`config.mk`:
```
export PLATFORM = sky130hd
export DESIGN_NAME = fifo_rd_drain
export DESIGN_NICKNAME = d
export VERILOG_FILES = /design/src/rtl/fifo_rd_drain.sv
export SDC_FILE = /design/constraint.sdc
export NUM_CORES = 1
export LEC_CHECK = 0
export ABC_AREA = 1
export BUFFER_PORTS_ARGS = -buffer_cell sky130_fd_sc_hd__buf_2
export CORE_UTILIZATION = 58
export CTS_CLUSTER_DIAMETER = 50
export DETAILED_ROUTE_END_ITERATION = 7
export HOLD_SLACK_MARGIN = 0.02
export PLACE_DENSITY = 0.92
export SYNTH_ARGS = -nofsm -noshare
export SYNTH_HDL_FRONTEND = slang
export SYNTH_SLANG_ARGS = --single-unit
```
`constraint.sdc`:
```
create_clock -name rd_clk -period 5.1 [get_ports rd_clk]
set_clock_uncertainty 0.15 [all_clocks]
set_input_delay 1.02 -clock rd_clk [delete_from_list [all_inputs] [get_ports rd_clk]]
set_output_delay 1.02 -clock rd_clk [all_outputs]
set_load 0.03 [all_outputs]
```
`src/rtl/fifo_rd_drain.sv`:
```
// Read-side FIFO consumer: pops on rd_en/empty and re-streams words through a 2-entry skid buffer.
// Optional drop counter enabled by defining RD_DROP_CNT_EN.
module fifo_rd_drain #(
  parameter int unsigned Data_Width = 8,
  parameter int unsigned Cnt_Width  = 16
) (
  input  logic                  rd_clk,
  input  logic                  rd_rstn,
  input  logic                  empty,
  output logic                  rd_en,
  input  logic [Data_Width-1:0] fifo_data_out,
  input  logic                  enable,
  input  logic                  flush,
  output logic                  m_valid,
  input  logic                  m_ready,
  output logic [Data_Width-1:0] m_data,
  output logic                  busy,
  output logic                  flush_done,
  output logic [Cnt_Width-1:0]  rd_count
`ifdef RD_DROP_CNT_EN
  ,
  output logic [Cnt_Width-1:0]  drop_count
`endif
);

  typedef enum logic [1:0] {StIdle, StStream, StStop, StFlush} state_e;

  state_e                r_state;
  logic [1:0]            r_occ;
  logic                  r_inflight;
  logic [Data_Width-1:0] r_e0;
  logic [Data_Width-1:0] r_e1;
  logic                  r_flush_done;
  logic [Cnt_Width-1:0]  r_rd_count;

  logic                  w_pop;
  logic                  w_cap;
  logic                  w_flush_entry;
  logic [1:0]            w_occ_after_pop;
  logic [1:0]            w_occ_nxt;
  logic [Data_Width-1:0] w_e0_nxt;
  logic [Data_Width-1:0] w_e1_nxt;

  assign m_valid         = (r_occ != 2'd0) && (r_state != StFlush);
  assign m_data          = r_e0;
  assign busy            = (r_state != StIdle);
  assign flush_done      = r_flush_done;
  assign rd_count        = r_rd_count;
  assign w_pop           = m_valid && m_ready;
  assign w_flush_entry   = flush && (r_state != StFlush);
  assign w_cap           = r_inflight && (r_state != StFlush);
  assign w_occ_after_pop = r_occ - {1'b0, w_pop};

  // Credit rule: never request more than the skid buffer can absorb after this cycle's pop.
  always_comb begin
    rd_en = 1'b0;
    case (r_state)
      StStream: rd_en = !empty &&
                        (({1'b0, r_occ} + {2'b0, r_inflight}) < (3'd2 + {2'b0, w_pop}));
      StFlush:  rd_en = !empty;
      default:  rd_en = 1'b0;
    endcase
  end

  always_comb begin
    w_e0_nxt  = r_e0;
    w_e1_nxt  = r_e1;
    w_occ_nxt = w_occ_after_pop + {1'b0, w_cap};
    if (w_pop) w_e0_nxt = r_e1;
    if (w_cap) begin
      if (w_occ_after_pop == 2'd0) w_e0_nxt = fifo_data_out;
      else                         w_e1_nxt = fifo_data_out;
    end
    if (w_flush_entry) w_occ_nxt = 2'd0;
  end

  always_ff @(posedge rd_clk or negedge rd_rstn) begin
    if (!rd_rstn) begin
      r_occ      <= 2'd0;
      r_inflight <= 1'b0;
      r_e0       <= '0;
      r_e1       <= '0;
      r_rd_count <= '0;
    end else begin
      r_occ      <= w_occ_nxt;
      r_inflight <= rd_en;
      r_e0       <= w_e0_nxt;
      r_e1       <= w_e1_nxt;
      r_rd_count <= r_rd_count + Cnt_Width'(w_pop);
    end
  end

  always_ff @(posedge rd_clk or negedge rd_rstn) begin
    if (!rd_rstn) begin
      r_state      <= StIdle;
      r_flush_done <= 1'b0;
    end else begin
      r_flush_done <= 1'b0;
      if (w_flush_entry) begin
        r_state <= StFlush;
      end else begin
        case (r_state)
          StIdle:   if (enable) r_state <= StStream;
          StStream: if (!enable) r_state <= StStop;
          StStop: begin
            if (enable) r_state <= StStream;
            else if ((r_occ == 2'd0) && !r_inflight) r_state <= StIdle;
          end
          StFlush: begin
            if (empty && !r_inflight) begin
              r_state      <= StIdle;
              r_flush_done <= 1'b1;
            end
          end
          default: r_state <= StIdle;
        endcase
      end
    end
  end

`ifdef RD_DROP_CNT_EN
  logic [1:0]           w_drop_inc;
  logic [Cnt_Width-1:0] r_drop_count;

  // Entries still held after this cycle's pop are lost on flush entry, as is any arriving word.
  assign w_drop_inc = (w_flush_entry ? w_occ_after_pop : 2'd0) +
                      {1'b0, r_inflight && ((r_state == StFlush) || w_flush_entry)};
  assign drop_count = r_drop_count;

  always_ff @(posedge rd_clk or negedge rd_rstn) begin
    if (!rd_rstn) r_drop_count <= '0;
    else          r_drop_count <= r_drop_count + Cnt_Width'(w_drop_inc);
  end
`endif

endmodule
```
# Yosys cells after proc, flatten, opt, wreduce, memory -nomap -nowiden

Cells that the tools add are included.
W data, S select, Z words.

Magnitude comparators: 1
$mul: 0
Reduce and logical (&&, ||, !) cells: 16
Shift-type cells: 0
Equality and inequality tests: 8
Bitwise gates (word level): 1
Muxes and demuxes: 15
Add/subtract/negate cells: 5
Divide/modulo/power cells: 0

Operator list:

| operator              | count |
|---|---|
| $mux W8               | 3 |
| $add A16 B1 Y16       | 1 |
| $mux W2               | 7 |
| $ne A3 B3 Y1 const B  | 3 |
| $pmux W2 S4           | 1 |
| $logic_and A1 B1 Y1   | 7 |
| $logic_not A2 Y1      | 3 |
| $eq A2 B2 Y1 const B  | 2 |
| $ne A4 B4 Y1 const B  | 1 |
| $reduce_and A4 Y1     | 1 |
| $reduce_bool A2 Y1    | 2 |
| $add A2 B1 Y3         | 1 |
| $add A2 B1 Y3 const A | 1 |
| $lt A3 B3 Y1          | 1 |
| $mux W1               | 3 |
| $add A2 B1 Y2         | 1 |
| $eq A2 B1 Y1 const B  | 1 |
| $logic_not A1 Y1      | 2 |
| $ne A2 B2 Y1 const B  | 1 |
| $pmux W1 S2           | 1 |
| $reduce_and A2 Y1     | 1 |
| $sub A2 B1 Y2         | 1 |
| $not A1 Y1            | 1 |

Output and inout bits: 28
Bits in registers: 38
Bits in writable memories: 0
Memories: 0
Logic and storage cells: 53
Latch bits: 0
Bits in read-only memories: 0

# Logic depth before layout (Yosys ltp)

Gate-level depths: netlist of run 1.

Depth in word-level cells: 7
Mapped depth: 12
Mapped depth without buffers: 12

# Worst setup path before layout of run 1

Ideal clock, no wire load.

Path kind: input port to output port
From: in m_ready
To: out rd_en
Path slack: 2228 ps
Path buffers: 0
Cell stages on the path: 4
Arrival: 1702 ps
Cells stage by stage: nand4_1 -> nand2_1 -> nand2_1 -> a21oi_1

Word-level cells in the longest chain between the ends: 5

RTL lines:

| item                | RTL line | RTL |
|---|---|---|
| start: declaration  | 15       | `input logic m_ready,` |
| $logic_and A1 B1 Y1 | 49       | `assign w_pop = m_valid && m_ready;` |
| $add A2 B1 Y3       | 59       | `(({1'b0, r_occ} + {2'b0, r_inflight}) < (3'd2 + {2'b0, w_pop}));` |
| $lt A3 B3 Y1        | 59       |  |
| $logic_and A1 B1 Y1 | 58       | `StStream: rd_en = !empty &&` |
| $pmux W1 S2         | 57       | `case (r_state)` |
| end: declaration    | 10       | `output logic rd_en,` |

No other way between the ends.

# Worst setup path after layout of run 1

From: reg r_inflight
To: out rd_en

Word-level cells in the longest chain between the ends: 4

RTL lines:

| item                     | RTL line | RTL |
|---|---|---|
| start: declaration       | 30       | `logic r_inflight;` |
| start signal: assignment | 86       | `r_inflight <= rd_en;` |
| $add A2 B1 Y3            | 59       |  |
| $lt A3 B3 Y1             | 59       |  |
| $logic_and A1 B1 Y1      | 58       |  |
| $pmux W1 S2              | 57       |  |

No other way between the ends.

==> flow_summary_export.csv, run 1 <==
group,metric,value,unit
timing,rsz0062_at_grt,"no",
synth,yosys.area_share.xor_xnor,6.54,%
synth,yosys_most_used_dff,"sky130_fd_sc_hd__dfrtp_1",
drt,route.final.wire_length,3.93,mm
power_and_ir_drop,switching_fraction_of_total_power,47.7,%
timing,fin_setup_tns,0,ps
cts,clkSlewWorstSetupHoldPaths,110,ps
die,core,0.00315,mm^2
die,chipWidth,60.6,um
global_routing,grt_start_max_net_pins,39,
setup_path,worst-endpoint-arrival,1800,ps
synth,number_of_distinct_library_cells_after_synthesis,23,
final_layout,fillerInstances,250,
synth,synth_seq_area_share,47.8,%
timing,worstMarginPinSlew,808,ps
timing,setup_viol_count_final,0,
cts,postCtsHoldBufs,0,
final_layout,num-nets-final,292,
die,floorplan.initialDensity,63.1,%
setup_path,critical-path-top-delay-family,"adder cells",
placement,place_inst,309,
power_and_ir_drop,p_leak,1.28,nW
setup_path,timing.critical_path.slowest_stage_cell,"sky130_fd_sc_hd__dfrtp_1",
power_and_ir_drop,power.combinational.fraction,49.1,%
timing,slew_headroom,46.1,%
drt,first_pass_iteration_count_of_the_detailed_router,4,
drt,routed-via-count,1620,
synth,syn_nets,247,
die,fp.dieArea,0.00367,mm^2
synth,synth_mux_area_share,0,%
cts,post_cts_resize_count,0,
timing,timing.fmax,337,MHz
drt,remaining_antenna_violation_count_after_routing,0,
synth,synth_top_family_by_area,"simple AND/OR/NAND/NOR gates",
placement,port-buffer-count,41,
global_routing,antenna_found_initial,0,
timing,final-max-slew-violation-count,0,
setup_path,setup.reg_to_reg.worst_slack,2520,ps
cts,post_cts_buffers,0,
power_and_ir_drop,seq_power_share,38.9,%
synth,ys_top_cells_by_area,"sky130_fd_sc_hd__dfrtp_1 48%, sky130_fd_sc_hd__nand2_1 13%, sky130_fd_sc_hd__inv_1 6.0%",
synth,synth_top_area_share,47.8,%
die,io-pin-count,42,
global_routing,globalRoute.totalOverflow,0,
synth,most_repeated_cell_in_the_gate_level_netlist_after_synthesis,"sky130_fd_sc_hd__nand2_1",
setup_path,worstPathBufferInverterCount,1,
drt,route.detailed.wl_per_inst,12.5,um
global_routing,grt_pass1_wl,6.59,mm
outcome,run_status,"finished clean",
cts,clock_insertion_delay_worst_skew,350,ps
final_layout,syn_to_final_growth,13.4,%
final_layout,antenna_cells,0,
final_layout,final_layout_size_suffix_gt1_share,25.8,%
synth,synth_edf_count,0,
synth,postSynthAreaPerCell,8.76,um^2
setup_path,timing.critical_path.cells,"ha_1 -> ha_1 -> nand2_1 -> nand2_1 -> a21oi_1 -> buf_2",
power_and_ir_drop,vdd.ir_drop.worst,0.358,mV
timing,final.period_utilization,58.2,%
cts,clock_tree.root_cell,"sky130_fd_sc_hd__clkbuf_4",
synth,post_synth_and_or_nand_nor_area_fraction,26.2,%
global_routing,grt_usage,24.9,%
placement,gp_congestion,0.937,
synth,yosys.area_share.adder,3.77,%
setup_path,timing.critical_path.required,3930,ps
power_and_ir_drop,p_int,0.670,mW
worst_hold_path,hold_class,"flip-flop to flip-flop",
power_and_ir_drop,pwr-share-clk,12.0,%
synth,netlist_area,0.00199,mm^2
cts,tritoncts_clock_tree,"done",
cts,cts-htree-levels,2,
final_layout,final_cell_count_no_fill,315,
die,floorplan.rows,20,
drt,vias_per_cell,5.14,
synth,netlist_instances,227,
cts,clock_sinks,38,
timing,final_hold_viol_count,0,
power_and_ir_drop,netSwitchingPower,0.611,mW
setup_path,timing_worst_setup_path_type,"flip-flop to output port",
setup_path,endpoint_kind,"output port",
drt,detail_route.drc_violations,0,
synth,synth.largest_area_cell,"sky130_fd_sc_hd__dfrtp_1",
setup_path,worst-path-max-fanout,5,
synth,synth_top_cells_by_count,"70 x sky130_fd_sc_hd__nand2_1, 38 x sky130_fd_sc_hd__dfrtp_1, 32 x sky130_fd_sc_hd__inv_1",
synth,compound_gate_portion_of_the_synthesized_area,7.04,%
global_routing,first_global_vias,1618,
cts,inserted_clock_buffers,5,
setup_path,worst_path_largest_cell_delay,470,ps
flow_run,cap_violations,0,
synth,synth-async-reset-ratio,100,%
final_layout,seq_area,951,um^2
power_and_ir_drop,power.density,568,mW/mm^2
placement,place_hpwl,2.94,mm
synth,synth_seq_cells,38,
cts,clock_tree.buffer_depth,2,
synth,yosys_warnings,0,
timing,layout_min_cycle_time,2970,ps
setup_path,critical_path.startpoint_type,"flip-flop",
die,die_y,60.6,um
drt,initialDrtViolationCount,62,
final_layout,multiInputGateArea,867,um^2
==> final timing paths <==
check / depth (start not counted) / start / end
setup / recovery: 6 / r_inflight / rd_en
hold reg to reg: 2 / r_e1[7] / r_e1[7]
max in group asynchronous: 1 / rd_rstn / m_data[0]
min in group asynchronous: 1 / rd_rstn / rd_count[3]
hold / removal: 2 / r_e1[7] / r_e1[7]
setup reg to reg: 10 / r_occ[1] / m_data[5]
==> registers in the layout, indices dropped and copies added (netlist names) <==
signal / count
flush_done: 1
r_inflight: 1
r_occ: 2
m_data: 8
r_e1: 8
r_state: 2
rd_count: 16
==> per-stage QoR <==
step                total power, mW  hold slack (ps)  setup slack, ps  area (um^2)  util [%]
finish                         1.28              343             2130         2260      71.5
CTS                            1.28              343             2120         2260      71.5
global placement               1.10              325             2200         2200      69.9
global route                   1.37              372             2030         2260      71.5
floorplan                     0.984              305             2230         1990         -
detailed placement             1.13              318             2040         2200      69.9
==> power groups by stage <==
stage	sequential (mW)	clock, mW	combinational [mW]
finish	0.499	0.154	0.629
global route	0.511	0.170	0.693
CTS	0.497	0.156	0.631
detailed placement	0.501	0	0.628
global placement	0.496	0	0.602
floorplan	0.596	0	0.388
==> per-layer routing <==
metal | GRT usage (%) | vias to the layer above | part of all wire (%)
met1 | 28.3 | 767 | 42
met2 | 43.6 | 41 | 52
met5 | 0 | - | 0
li1 | - | 800 | -
met4 | 14.6 | 0 | 2.5
met3 | 4.69 | 12 | 4.0
==> tightest hold or removal path, stage by stage, from the launching register on <==
cell	delay, ps
sky130_fd_sc_hd__dfrtp_1	360
sky130_fd_sc_hd__nand2_1	60
sky130_fd_sc_hd__o21ai_2	50
==> layout by cell type, fill, tap and decap left out, drive strengths merged <==
master / count
a21oi: 3
buf: 41
clkbuf: 6
dfrtp: 38
ha: 6
inv: 33
nand2: 76
nand3: 17
nand4: 2
nor2: 13
nor3: 9
o211ai: 5
o21ai: 8
xnor2: 5
xor2: 9
==> final cells by class <==
class	count	area share, %
clock buffers	6	2.27
inverters	33	5.60
well taps	44	2.44
flip-flops and latches	38	42.2
multi-input cells	153	38.4
repair buffers	41	9.10
==> kinds of logic (layout without fill, tap and decap cells) <==
logic type,after synthesis,after routing
flip-flops,38,38
adder cells (fa/ha/maj),6,6
AND/OR/NAND/NOR,117,117
XOR/XNOR,14,14
buffers and inverters,36,80
AO/OA/AOI/OAI,16,16
No activity file was read; power rests on OpenSTA's default activity.
==> inputs of run 2 (changes only) <==
--- a/config.mk
+++ b/config.mk
@@ -7,11 +7,11 @@
 export LEC_CHECK = 0
 export ABC_AREA = 1
 export BUFFER_PORTS_ARGS = -buffer_cell sky130_fd_sc_hd__buf_2
-export CORE_UTILIZATION = 58
+export CORE_UTILIZATION = 54
 export CTS_CLUSTER_DIAMETER = 50
 export DETAILED_ROUTE_END_ITERATION = 7
 export HOLD_SLACK_MARGIN = 0.02
-export PLACE_DENSITY = 0.92
+export PLACE_DENSITY = 0.87
 export SYNTH_ARGS = -nofsm -noshare
 export SYNTH_HDL_FRONTEND = slang
 export SYNTH_SLANG_ARGS = --single-unit
==> constraint.sdc (replaced) <==
create_clock -name rd_clk -period 2.8 [get_ports rd_clk]
set_clock_uncertainty 0.15 [all_clocks]
set_input_delay 0.56 -clock rd_clk [delete_from_list [all_inputs] [get_ports rd_clk]]
set_output_delay 0.56 -clock rd_clk [all_outputs]
set_load 0.03 [all_outputs]
==> flow_summary_export.csv, run 2 (synthesis gave the netlist of run 1 again) <==
group,metric,value,unit
outcome,run_status,"finished clean",
final_layout,antenna_cells,0,
setup_path,worst-endpoint-arrival,1750,ps
cts,clock_tree.buffer_depth,2,
timing,fin_setup_tns,0,ps
power_and_ir_drop,power.density,1090,mW/mm^2
cts,clock_insertion_delay_worst_skew,300,ps
cts,inserted_clock_buffers,5,
cts,post_cts_buffers,0,
cts,postCtsHoldBufs,0,
final_layout,layout.cells.most_common,"sky130_fd_sc_hd__nand2_1",
setup_path,r2r_end,"m_data[2]",
power_and_ir_drop,vdd.ir_drop.worst,0.620,mV
global_routing,first_global_vias,1551,
placement,dp_slack,559,ps
final_layout,layout_common_cells,"70 x sky130_fd_sc_hd__nand2_1, 41 x sky130_fd_sc_hd__buf_2, 38 x sky130_fd_sc_hd__dfrtp_1",
placement,place_inst,312,
final_layout,final_cell_count_no_fill,319,
placement,port-buffer-count,41,
global_routing,grt_pass1_wl,6.87,mm
drt,route.detailed.wl_per_inst,12.5,um
die,floorplan.initialDensity,57.8,%
final_layout,largest_register_ff_count,16,
timing,final.period_utilization,88.0,%
setup_path,reg2regPathDepth,10,
setup_path,timing.critical_path.required,2090,ps
setup_path,critical_path.startpoint_type,"flip-flop",
cts,clock_tree.root_cell,"sky130_fd_sc_hd__clkbuf_8",
timing,final_hold_viol_count,0,
setup_path,reg2reg_from,"r_occ[1]",
placement,gp_congestion,0.885,
final_layout,layout.core_utilization,67.6,%
drt,vias_per_cell,5.05,
die,chipWidth,62.7,um
setup_path,setup.reg_to_reg.worst_slack,550,ps
global_routing,globalRoute.totalOverflow,0,
die,fp.dieArea,0.00393,mm^2
drt,first_pass_iteration_count_of_the_detailed_router,4,
drt,route.final.wire_length,4.00,mm
die,floorplan.rows,21,
drt,remaining_antenna_violation_count_after_routing,0,
timing,layout_min_cycle_time,2460,ps
timing,final_hold_slack,209,ps
drt,initialDrtViolationCount,114,
cts,tritoncts_clock_tree,"done",
placement,place_hpwl,2.78,mm
drt,detail_route.drc_violations,0,
die,die_y,62.7,um
timing,setup_viol_count_final,0,
timing,timing.fmax,406,MHz
setup_path,timing_worst_setup_path_type,"flip-flop to output port",
worst_hold_path,hold_class,"input pin to async pin",
timing,final-max-slew-violation-count,0,
cts,clock_sinks,38,
final_layout,num-nets-final,293,
timing,rsz0062_at_grt,"no",
cts,cts-htree-levels,2,
flow_run,cap_violations,0,
final_layout,syn_to_final_growth,17.0,%
global_routing,grt_start_max_net_pins,39,
timing,worstMarginPinSlew,822,ps
die,core,0.00344,mm^2
power_and_ir_drop,p_leak,1.31,nW
die,io-pin-count,42,
global_routing,grt_usage,22.8,%
setup_path,worst-path-max-fanout,5,
drt,routed-via-count,1612,
cts,post_cts_resize_count,0,
timing,slew_headroom,45.2,%
global_routing,antenna_found_initial,0,
final_layout,final_layout_size_suffix_gt1_share,26.4,%
timing,final.setup.worst_slack,336,ps
setup_path,endpoint_kind,"output port",
cts,clkSlewWorstSetupHoldPaths,70,ps
## run 2: cell types whose count changed in the layout (fill, tap and decap cells not counted), sizes merged
cell / previous run / this run
buf: 41 / 42
bufinv: 0 / 1
## run 2: routing by layer
metal	global-route usage (%)	up-vias	share of wire (%)
li1	-	803	-
met3	5.66	6	4.6
met1	26.8	757	42
met5	0	-	0
met4	11.6	0	1.5
met2	38.6	46	52
## run 2: stage by stage
stage	cell area [um^2]	total power [mW]
2_1_floorplan	1990	1.79
3_3_place_gp	2210	2.01
3_5_place_dp	2210	2.05
4_1_cts	2330	2.54
5_1_grt	2330	2.70
6_report	2330	2.53
## run 2: final cells by class
type | count | area (um^2)
clock buffers | 6 | 82.6
flip-flops and latches | 38 | 951
clock inverters | 1 | 30.0
well taps | 46 | 57.6
inverters | 33 | 126
repair buffers | 42 | 213
fillers | 278 | 1110
multi-input cells | 153 | 867
## run 2: worst max-delay path: stages, from the launching register on
cell	delay (ps)
sky130_fd_sc_hd__dfrtp_1	460
sky130_fd_sc_hd__ha_1	220
sky130_fd_sc_hd__ha_1	260
sky130_fd_sc_hd__nand2_1	70
sky130_fd_sc_hd__nand2_1	60
sky130_fd_sc_hd__a21oi_1	170
sky130_fd_sc_hd__buf_2	230
## run 2: where the power goes
group          switching [mW]  total [mW]  leakage [nW]  internal (mW)
Combinational           0.772        1.15         0.780          0.375
Sequential              0.165       0.903         0.470          0.738
Clock                   0.191       0.476        0.0573          0.285
## run 2: worst max path at each step
stage | slack [ps] | start | cells after the start | end
6_report | 340 | r_inflight | 6 | rd_en
5_1_grt | 260 | r_inflight | 6 | rd_en
4_1_cts | 320 | r_inflight | 6 | rd_en
3_5_place_dp | 560 | m_ready | 9 | m_data[3]
3_3_place_gp | 640 | m_ready | 9 | rd_count[14]
2_1_floorplan | 610 | r_inflight | 5 | rd_en
==> inputs of run 3 (changes only) <==
--- a/config.mk
+++ b/config.mk
@@ -7,6 +7,7 @@
 export LEC_CHECK = 0
 export ABC_AREA = 1
 export BUFFER_PORTS_ARGS = -buffer_cell sky130_fd_sc_hd__buf_2
+export CORE_ASPECT_RATIO = 1.1
 export CORE_UTILIZATION = 54
 export CTS_CLUSTER_DIAMETER = 50
 export DETAILED_ROUTE_END_ITERATION = 7
==> flow_summary_export.csv, run 3 (synthesis gave the netlist of run 1 again) <==
group,metric,value,unit
power_and_ir_drop,seq_power_share,38.6,%
cts,post_cts_buffers,0,
drt,detail_route.drc_violations,0,
timing,fin_setup_tns,0,ps
power_and_ir_drop,p_leak,1.29,nW
power_and_ir_drop,power.density,1020,mW/mm^2
setup_path,critical-path-top-delay-family,"adder cells",
power_and_ir_drop,p_int,1.23,mW
timing,final.period_utilization,89.5,%
drt,routed-via-count,1619,
flow_run,cap_violations,0,
global_routing,first_global_vias,1515,
final_layout,final_cell_count_no_fill,322,
placement,gp_congestion,0.889,
timing,final-max-slew-violation-count,0,
power_and_ir_drop,netSwitchingPower,1.10,mW
setup_path,r2r_end,"rd_count[10]",
die,io-pin-count,42,
timing,setup_viol_count_final,0,
die,die_y,65.7,um
placement,port-buffer-count,41,
die,core,0.00341,mm^2
worst_hold_path,hold_class,"input pin to async pin",
setup_path,worst_path_largest_cell_delay,470,ps
drt,remaining_antenna_violation_count_after_routing,0,
timing,rsz0062_at_grt,"no",
cts,tritoncts_clock_tree,"done",
die,floorplan.initialDensity,58.3,%
timing,slew_headroom,46.7,%
setup_path,reg2reg_from,"r_occ[1]",
cts,post_cts_resize_count,0,
setup_path,setup.reg_to_reg.worst_slack,600,ps
final_layout,largest_register_ff_count,16,
drt,vias_per_cell,5.03,
setup_path,reg2regPathDepth,11,
setup_path,endpoint_kind,"output port",
setup_path,critical_path.startpoint_type,"flip-flop",
drt,route.final.wire_length,3.74,mm
timing,worstMarginPinSlew,799,ps
final_layout,layout.cells.most_common,"sky130_fd_sc_hd__nand2_1",
global_routing,globalRoute.totalOverflow,0,
cts,clock_tree.buffer_depth,2,
power_and_ir_drop,switching_fraction_of_total_power,47.1,%
cts,clkSlewWorstSetupHoldPaths,100,ps
timing,final_hold_viol_count,0,
timing,layout_min_cycle_time,2510,ps
global_routing,grt_usage,22.6,%
setup_path,worst-endpoint-arrival,1800,ps
cts,clock_tree.root_cell,"sky130_fd_sc_hd__clkbuf_4",
placement,place_inst,314,
cts,inserted_clock_buffers,5,
power_and_ir_drop,vdd.ir_drop.worst,0.526,mV
cts,clock_sinks,38,
final_layout,num-nets-final,293,
setup_path,worstPathBufferInverterCount,1,
placement,place_hpwl,2.85,mm
die,floorplan.rows,22,
global_routing,grt_pass1_wl,6.35,mm
die,fp.dieArea,0.00393,mm^2
setup_path,timing.critical_path.required,2090,ps
power_and_ir_drop,power.combinational.fraction,48.8,%
final_layout,layout.core_utilization,66.7,%
die,chipWidth,59.9,um
final_layout,final_layout_size_suffix_gt1_share,26.3,%
setup_path,timing.critical_path.cells,"ha_1 -> ha_1 -> nand2_1 -> nand2_1 -> a21oi_1 -> buf_2",
drt,route.detailed.wl_per_inst,11.6,um
drt,first_pass_iteration_count_of_the_detailed_router,5,
setup_path,worst-path-max-fanout,5,
final_layout,syn_to_final_growth,14.5,%
global_routing,antenna_found_initial,0,
outcome,run_status,"finished clean",
timing,timing.fmax,399,MHz
cts,clock_insertion_delay_worst_skew,350,ps
cts,cts-htree-levels,2,
power_and_ir_drop,pwr-share-clk,12.6,%
final_layout,antenna_cells,0,
cts,postCtsHoldBufs,0,
setup_path,timing.critical_path.slowest_stage_cell,"sky130_fd_sc_hd__dfrtp_1",
global_routing,grt_start_max_net_pins,39,
drt,initialDrtViolationCount,67,
final_layout,layout_common_cells,"70 x sky130_fd_sc_hd__nand2_1, 41 x sky130_fd_sc_hd__buf_2, 38 x sky130_fd_sc_hd__dfrtp_1",
setup_path,timing_worst_setup_path_type,"flip-flop to output port",
==> run 3: through the flow <==
| stage | power [mW] | hold WS [ps] | setup WS, ps | instance area [um^2] |
|---|---|---|---|---|
| 6_report | 2.33 | 133 | 293 | 2280 |
| 3_3_place_gp | 2.01 | 324 | 661 | 2220 |
| 5_1_grt | 2.51 | 178 | 139 | 2280 |
| 4_1_cts | 2.34 | 158 | 273 | 2280 |
| 3_5_place_dp | 2.05 | 325 | 566 | 2220 |
| 2_1_floorplan | 1.79 | 114 | 606 | 1990 |
==> run 3: power groups by stage <==
stage | Sequential, mW | Clock [mW] | Combinational [mW]
final | 0.900 | 0.295 | 1.14
after global routing | 0.921 | 0.330 | 1.26
after CTS | 0.900 | 0.300 | 1.14
after detailed placement | 0.908 | 0 | 1.14
after global placement | 0.903 | 0 | 1.10
after floorplan | 1.09 | 0 | 0.707
==> run 3: cell type report <==
class                           count  area, um^2
Timing Repair Buffer               42         213
Clock inverter                      1        5.00
Multi-Input combinational cell    153         867
Clock buffer                        7        55.1
Inverter                           33         126
Tap cell                           48        60.1
Sequential cell                    38         951
Fill cell                         302        1140
==> run 3: how the worst max path moves through the flow <==
stage	startpoint	to	slack, ps	cells past startpoint
after global placement	m_ready	rd_count[14]	660	9
after global routing	r_inflight	rd_en	140	6
after floorplan	r_inflight	rd_en	610	5
after CTS	r_inflight	rd_en	270	6
after detailed placement	m_ready	m_data[6]	570	9
final	r_inflight	rd_en	290	6
==> run 3: worst reg2reg max path: stages, from the launching register on <==
cell and delay (ps):
sky130_fd_sc_hd__dfrtp_1 450, sky130_fd_sc_hd__inv_1 70, sky130_fd_sc_hd__nand2_1 110, sky130_fd_sc_hd__nand3_2 80
sky130_fd_sc_hd__inv_1 160, sky130_fd_sc_hd__ha_1 240, sky130_fd_sc_hd__ha_1 200, sky130_fd_sc_hd__nand3_1 140
sky130_fd_sc_hd__inv_1 120, sky130_fd_sc_hd__nand2_1 100, sky130_fd_sc_hd__o21ai_0 190, sky130_fd_sc_hd__nand2_1 80
==> run 3: layer usage <==
layer / track usage (%) / wire length (um) / up-vias
met5: 0 / 0 / -
met4: 10.2 / 64 / 0
met2: 39.2 / 1990 / 43
met3: 7.68 / 152 / 4
met1: 24.4 / 1530 / 766
li1: - / - / 806
